==> src/rtl/imem_load_controller.sv <==
// Instruction-memory loader and pipeline sequencer: packs UART bytes into words, writes them
// from address 0 while holding the CPU in reset, then runs continuously or single-steps to halt.
module imem_load_controller #(
  parameter int unsigned       LEN       = 32,
  parameter int unsigned       ADDR_W    = 11,
  parameter logic [LEN-1:0]    HALT_WORD = 32'hFFFFFFFF
) (
  input  logic              i_clk,
  input  logic              i_rst,
  input  logic [7:0]        i_rx_data,
  input  logic              i_rx_done,
  input  logic              i_mode,
  input  logic              i_run,
  input  logic              i_step,
  input  logic              i_halt,
  input  logic              i_clear,
  output logic              o_mem_wea,
  output logic [ADDR_W-1:0] o_mem_addr,
  output logic [LEN-1:0]    o_mem_dina,
  output logic              o_cpu_rst,
  output logic              o_cpu_en,
  output logic              o_ready,
  output logic              o_done,
  output logic              o_overflow,
  output logic [ADDR_W:0]   o_word_count
);

  localparam int unsigned NB  = LEN / 8;
  localparam int unsigned BCW = (NB > 1) ? $clog2(NB) : 1;

  localparam logic [BCW-1:0]    LastByte = BCW'(NB - 1);
  localparam logic [BCW-1:0]    ByteOne  = BCW'(1);
  localparam logic [ADDR_W-1:0] AddrOne  = ADDR_W'(1);
  localparam logic [ADDR_W-1:0] AddrTop  = {ADDR_W{1'b1}};
  localparam logic [ADDR_W:0]   CountOne = (ADDR_W + 1)'(1);

  typedef enum logic [2:0] {
    StIdle,
    StLoad,
    StReady,
    StRun,
    StStep,
    StDone
  } state_e;

  state_e            state;
  logic [BCW-1:0]    byte_cnt;
  logic [LEN-1:0]    shift;
  logic [ADDR_W-1:0] wr_addr;

  logic [LEN+7:0]    shift_ext;
  logic [LEN-1:0]    word_next;
  logic              last_byte;
  logic              is_halt;
  logic              at_top;
  logic              end_of_load;
  logic [ADDR_W-1:0] addr_now;

  always_comb begin
    shift_ext   = {shift, i_rx_data};
    word_next   = shift_ext[LEN-1:0];
    last_byte   = (byte_cnt == LastByte);
    // Decided on the write-strobe cycle, using the word/address being written.
    is_halt     = (o_mem_dina == HALT_WORD);
    at_top      = (o_mem_addr == AddrTop);
    end_of_load = o_mem_wea && (is_halt || at_top);
    // Address for a word completed in the same cycle as the previous write strobe.
    addr_now    = o_mem_wea ? (wr_addr + AddrOne) : wr_addr;
  end

  always_ff @(posedge i_clk) begin
    if (i_rst) begin
      state        <= StIdle;
      byte_cnt     <= '0;
      shift        <= '0;
      wr_addr      <= '0;
      o_word_count <= '0;
      o_mem_wea    <= 1'b0;
      o_mem_addr   <= '0;
      o_mem_dina   <= '0;
      o_cpu_rst    <= 1'b1;
      o_cpu_en     <= 1'b0;
      o_ready      <= 1'b0;
      o_done       <= 1'b0;
      o_overflow   <= 1'b0;
    end else begin
      o_mem_wea <= 1'b0;
      unique case (state)
        StIdle, StLoad: begin
          if (o_mem_wea) begin
            o_word_count <= o_word_count + CountOne;
            if (!at_top) begin
              wr_addr <= wr_addr + AddrOne;
            end
            if (end_of_load) begin
              state      <= StReady;
              o_ready    <= 1'b1;
              o_overflow <= !is_halt;
            end
          end
          // Bytes racing the final write are dropped: the load is over.
          if (i_rx_done && !end_of_load) begin
            state <= StLoad;
            shift <= word_next;
            if (last_byte) begin
              byte_cnt   <= '0;
              o_mem_wea  <= 1'b1;
              o_mem_addr <= addr_now;
              o_mem_dina <= word_next;
            end else begin
              byte_cnt <= byte_cnt + ByteOne;
            end
          end
        end
        StReady: begin
          if (i_run) begin
            state     <= i_mode ? StStep : StRun;
            o_ready   <= 1'b0;
            o_cpu_rst <= 1'b0;
            o_cpu_en  <= !i_mode;
          end
        end
        StRun: begin
          if (i_halt) begin
            state    <= StDone;
            o_cpu_en <= 1'b0;
            o_done   <= 1'b1;
          end
        end
        StStep: begin
          if (i_halt) begin
            state    <= StDone;
            o_cpu_en <= 1'b0;
            o_done   <= 1'b1;
          end else begin
            o_cpu_en <= i_step;
          end
        end
        StDone: begin
          // Pipeline stays frozen (no reset, no enable) until cleared; memory is kept.
          if (i_clear) begin
            state        <= StIdle;
            o_done       <= 1'b0;
            o_cpu_rst    <= 1'b1;
            wr_addr      <= '0;
            o_word_count <= '0;
            o_overflow   <= 1'b0;
            shift        <= '0;
            byte_cnt     <= '0;
          end
        end
        default: begin
          state <= StIdle;
        end
      endcase
    end
  end

endmodule
==> config.mk <==
export PLATFORM = sky130hd
export DESIGN_NAME = imem_load_controller
export DESIGN_NICKNAME = d
export VERILOG_FILES = /design/src/rtl/imem_load_controller.sv
export SDC_FILE = /design/constraint.sdc
export NUM_CORES = 1
export LEC_CHECK = 0
export CAP_MARGIN = 20
export CORE_MARGIN = 2
export CORE_UTILIZATION = 40
export CTS_BUF_LIST = sky130_fd_sc_hd__clkbuf_4 sky130_fd_sc_hd__clkbuf_8 sky130_fd_sc_hd__clkbuf_16
export CTS_CLUSTER_DIAMETER = 200
export DETAILED_ROUTE_END_ITERATION = 6
export PLACE_DENSITY = 0.62
export SYNTH_ARGS = -nofsm -noshare
export SYNTH_HDL_FRONTEND = slang
export SYNTH_SLANG_ARGS = --single-unit
export TNS_END_PERCENT = 20
==> constraint.sdc <==
create_clock -name i_clk -period 2.1 [get_ports i_clk]
set_input_delay 0.42 -clock i_clk [delete_from_list [all_inputs] [get_ports i_clk]]
set_output_delay 0.42 -clock i_clk [all_outputs]
set_load 0.01 [all_outputs]
==> impl_metrics.csv <==
group,metric,value,unit
run_status,status,"finished clean",
final_layout,area_delta_synth_final,29.9,%
detailed_routing,via_per_inst,5.45,
logic_synthesis,async_flop_share,0,
floorplan,start_util,0.407,
global_routing,grt-ovfl-total,0,
logic_synthesis,synth_edf_count,0,
detailed_routing,drtAntennaViolNets,0,
detailed_routing,avgRoutedWirePerCell,15.9,microns
cts,tritoncts,"yes",
floorplan,floorplan.rows,39,
global_routing,grt_max_degree,37,
cts,htreeDepth,3,
logic_synthesis,synth_common_cells,"dfxtp_1 (101), nand2_1 (69), nand3_1 (55), mux2i_1 (53), a21oi_1 (33)",
detailed_routing,firstDrtPassIters,4,
power,total_power,4.04,mW
logic_synthesis,ys_seq_area_frac,0.439,
global_routing,grtUsageMet3,0.0508,
logic_synthesis,ys_types,45,
critical_path,critPathBufInv,1,
floorplan,fp.dieH,111,microns
global_routing,use_met1,0.265,
detailed_routing,drt_wl_total,11900,microns
sta,grt_setup_unrepaired,"no",
critical_path,critical-path-top-delay-family,"simple AND/OR/NAND/NOR gates",
critical_path,arrival,2.25,ns
logic_synthesis,syn_nets,543,
floorplan,die_area,0.0124,sq mm
critical_path,cp-end-kind,"register",
critical_path,max_stage_delay,0.56,ns
critical_path,critPathLaunchType,"register",
place,placed_cells,734,
logic_synthesis,synth_largest_area_cell,"dfxtp_1",
critical_path,crit_required,2.35,ns
logic_synthesis,ys.flop_type,"dfxtp_1",
final_layout,design_area,0.00598,sq mm
sta,max-slew-margin-rel,0.606,
global_routing,grt_first_pass_wirelength,19500,microns
critical_path,path_class,"register to register",
place,place_area,0.00569,sq mm
detailed_routing,drc_errors,0,
worst_hold_path,hold_class,"register to register",
final_layout,drive_gt1_frac,0.100,
logic_synthesis,ys_ff_latch,101,
logic_synthesis,yosysTopAreaCellShare,0.439,
logic_synthesis,yosysWarnings,0,
sta,setup_viol,0,
logic_synthesis,synth_area_per_cell,8.78,sq um
floorplan,die_w,111,microns
global_routing,grt_pass1_vias,3850,
cts,cts_sinks,101,
sta,period_share,0.954,
sta,finalSetupTns,0,ns
sta,hold_viol_final,0,
cts,cts_root_buf,"clkbuf_16",
floorplan,core_area,0.0113,sq mm
place,port_buffers,76,
sta,finClkSkew,0.00676,ns
sta,max_freq,499,MHz
global_routing,antenna_found_initial,0,
sta,worst_slew_pin_slew,0.584,ns
final_layout,utilization,0.528,
logic_synthesis,ys_top_cells_by_area,"dfxtp_1 (44%), mux2i_1 (12%), nand3_1 (6.0%)",
global_routing,busiest_layer,"met2",
detailed_routing,initialDrtViolationCount,279,
power,leakage,2.10,nW
critical_path,worst-path-max-fanout,6,
global_routing,grt_use_total,0.195,
logic_synthesis,synth.most_common_cell,"dfxtp_1",
cts,cts_buffer_depth,2,
final_layout,layout.nets,622,
floorplan,io_pins,77,
cts,hold_buffers,0,
global_routing,use_met2,0.305,
run,maxCapViolCount,0,
logic_synthesis,synth_cells,524,
cts,numCtsBuffers,9,
sta,finalCriticalPeriod,2.00,ns
power,irDropWorstVdd,0.533,mV
final_layout,finalNonFillerCells,751,
detailed_routing,num_vias,4091,
place,dpl.hpwl,8550,microns
sta,drv_slew,0,
cts,clk_pin_slew,0.07,ns
place,place_congestion,0.846,
cts,worst_skew_pair.late_latency,0.35,ns
logic_synthesis,syn_area,0.00460,sq mm
critical_path,path_cells,"nand4_1 -> or4_4 -> o211ai_4 -> nand2_2 -> buf_4 -> o211a_1",
critical_path,critPathSlowestCell,"or4_4",
power,power.density,676,mW/mm^2
final_layout,diodes,0,
## sequential cells by signal, summed over array words and instances, names as in the netlist
name,count
o_done,1
o_mem_wea,1
byte_cnt,2
o_word_count,12
o_mem_addr,11
state,3
o_mem_dina,32
o_overflow,1
shift,24
o_ready,1
o_cpu_en,1
o_cpu_rst,1
wr_addr,11
## through the flow
stage / setup WS, ns / hold WS (ns)
floorplan: 0.175 / 0.442
global placement: -0.163 / 0.449
detailed placement: -0.230 / 0.459
CTS: 0.0596 / 0.469
global route: 0.00870 / 0.483
finish: 0.0963 / 0.466
## per-layer routing
metal  part of all wire  wire length [microns]
met1               0.48                   5690
met2               0.46                   5540
met3              0.049                    590
met4              0.011                    129
met5                  0                      0
## power breakdown
group | total [mW] | internal, mW | switching, mW
clock | 1.55 | 0.809 | 0.744
sequential | 2.03 | 1.98 | 0.0475
combinational | 0.458 | 0.223 | 0.235
## placed cells by master (no fill, tap or decap), types with 7 or more instances in the layout
| master | instances |
|---|---|
| dfxtp_1 | 101 |
| clkbuf_16 | 9 |
| nand3_1 | 55 |
| buf_4 | 26 |
| xor2_1 | 14 |
| a21oi_1 | 33 |
| nor2_1 | 25 |
| buf_12 | 7 |
| nand2_1 | 69 |
| xnor2_1 | 7 |
| clkdlybuf4s50_1 | 76 |
| o21ai_0 | 16 |
| mux2i_1 | 53 |
| nand4_1 | 17 |
| o211ai_1 | 19 |
## worst min-delay path, cell delays in order, from the launching register on
cell	delay (ns)
dfxtp_1	0.31
nand3_1	0.06
mux2i_1	0.05
## area by class of cell
class | instances | area, sq um
fill | 1088 | 5340
clock inverter | 7 | 50.0
multi-input combinational | 377 | 2390
tap | 143 | 179
inverter | 5 | 18.8
clock buffer | 9 | 225
timing repair buffer | 109 | 1100
sequential | 101 | 2020
## timing repair
item / in CTS / in global routing
buffers inserted: 0 / 1
setup endpoints to repair: 0 / 13
hold endpoints to repair: 0 / 0
gates resized for setup: 0 / 1
## final timing paths
path	from	to	slack (ns)	cells after the start
setup / recovery	o_mem_dina[4]	o_mem_addr[1]	0.1	6
hold / removal	shift[12]	shift[20]	0.47	2
hold reg to reg	shift[12]	shift[20]	0.47	2
setup reg to reg	o_mem_dina[4]	o_mem_addr[1]	0.1	6
## kinds of logic (layout without fill, tap and decap cells)
kind of cell,Yosys count,count (layout),synth area share
compound gates,91,91,0.130
xor+xnor,21,21,0.0400
fa+ha+maj,3,3,0.00816
buf+inv,46,130,0.0438
flops,101,101,0.439
mux,53,53,0.115
simple gates,209,209,0.223
Note: power is estimated with default switching activity, not from simulation.
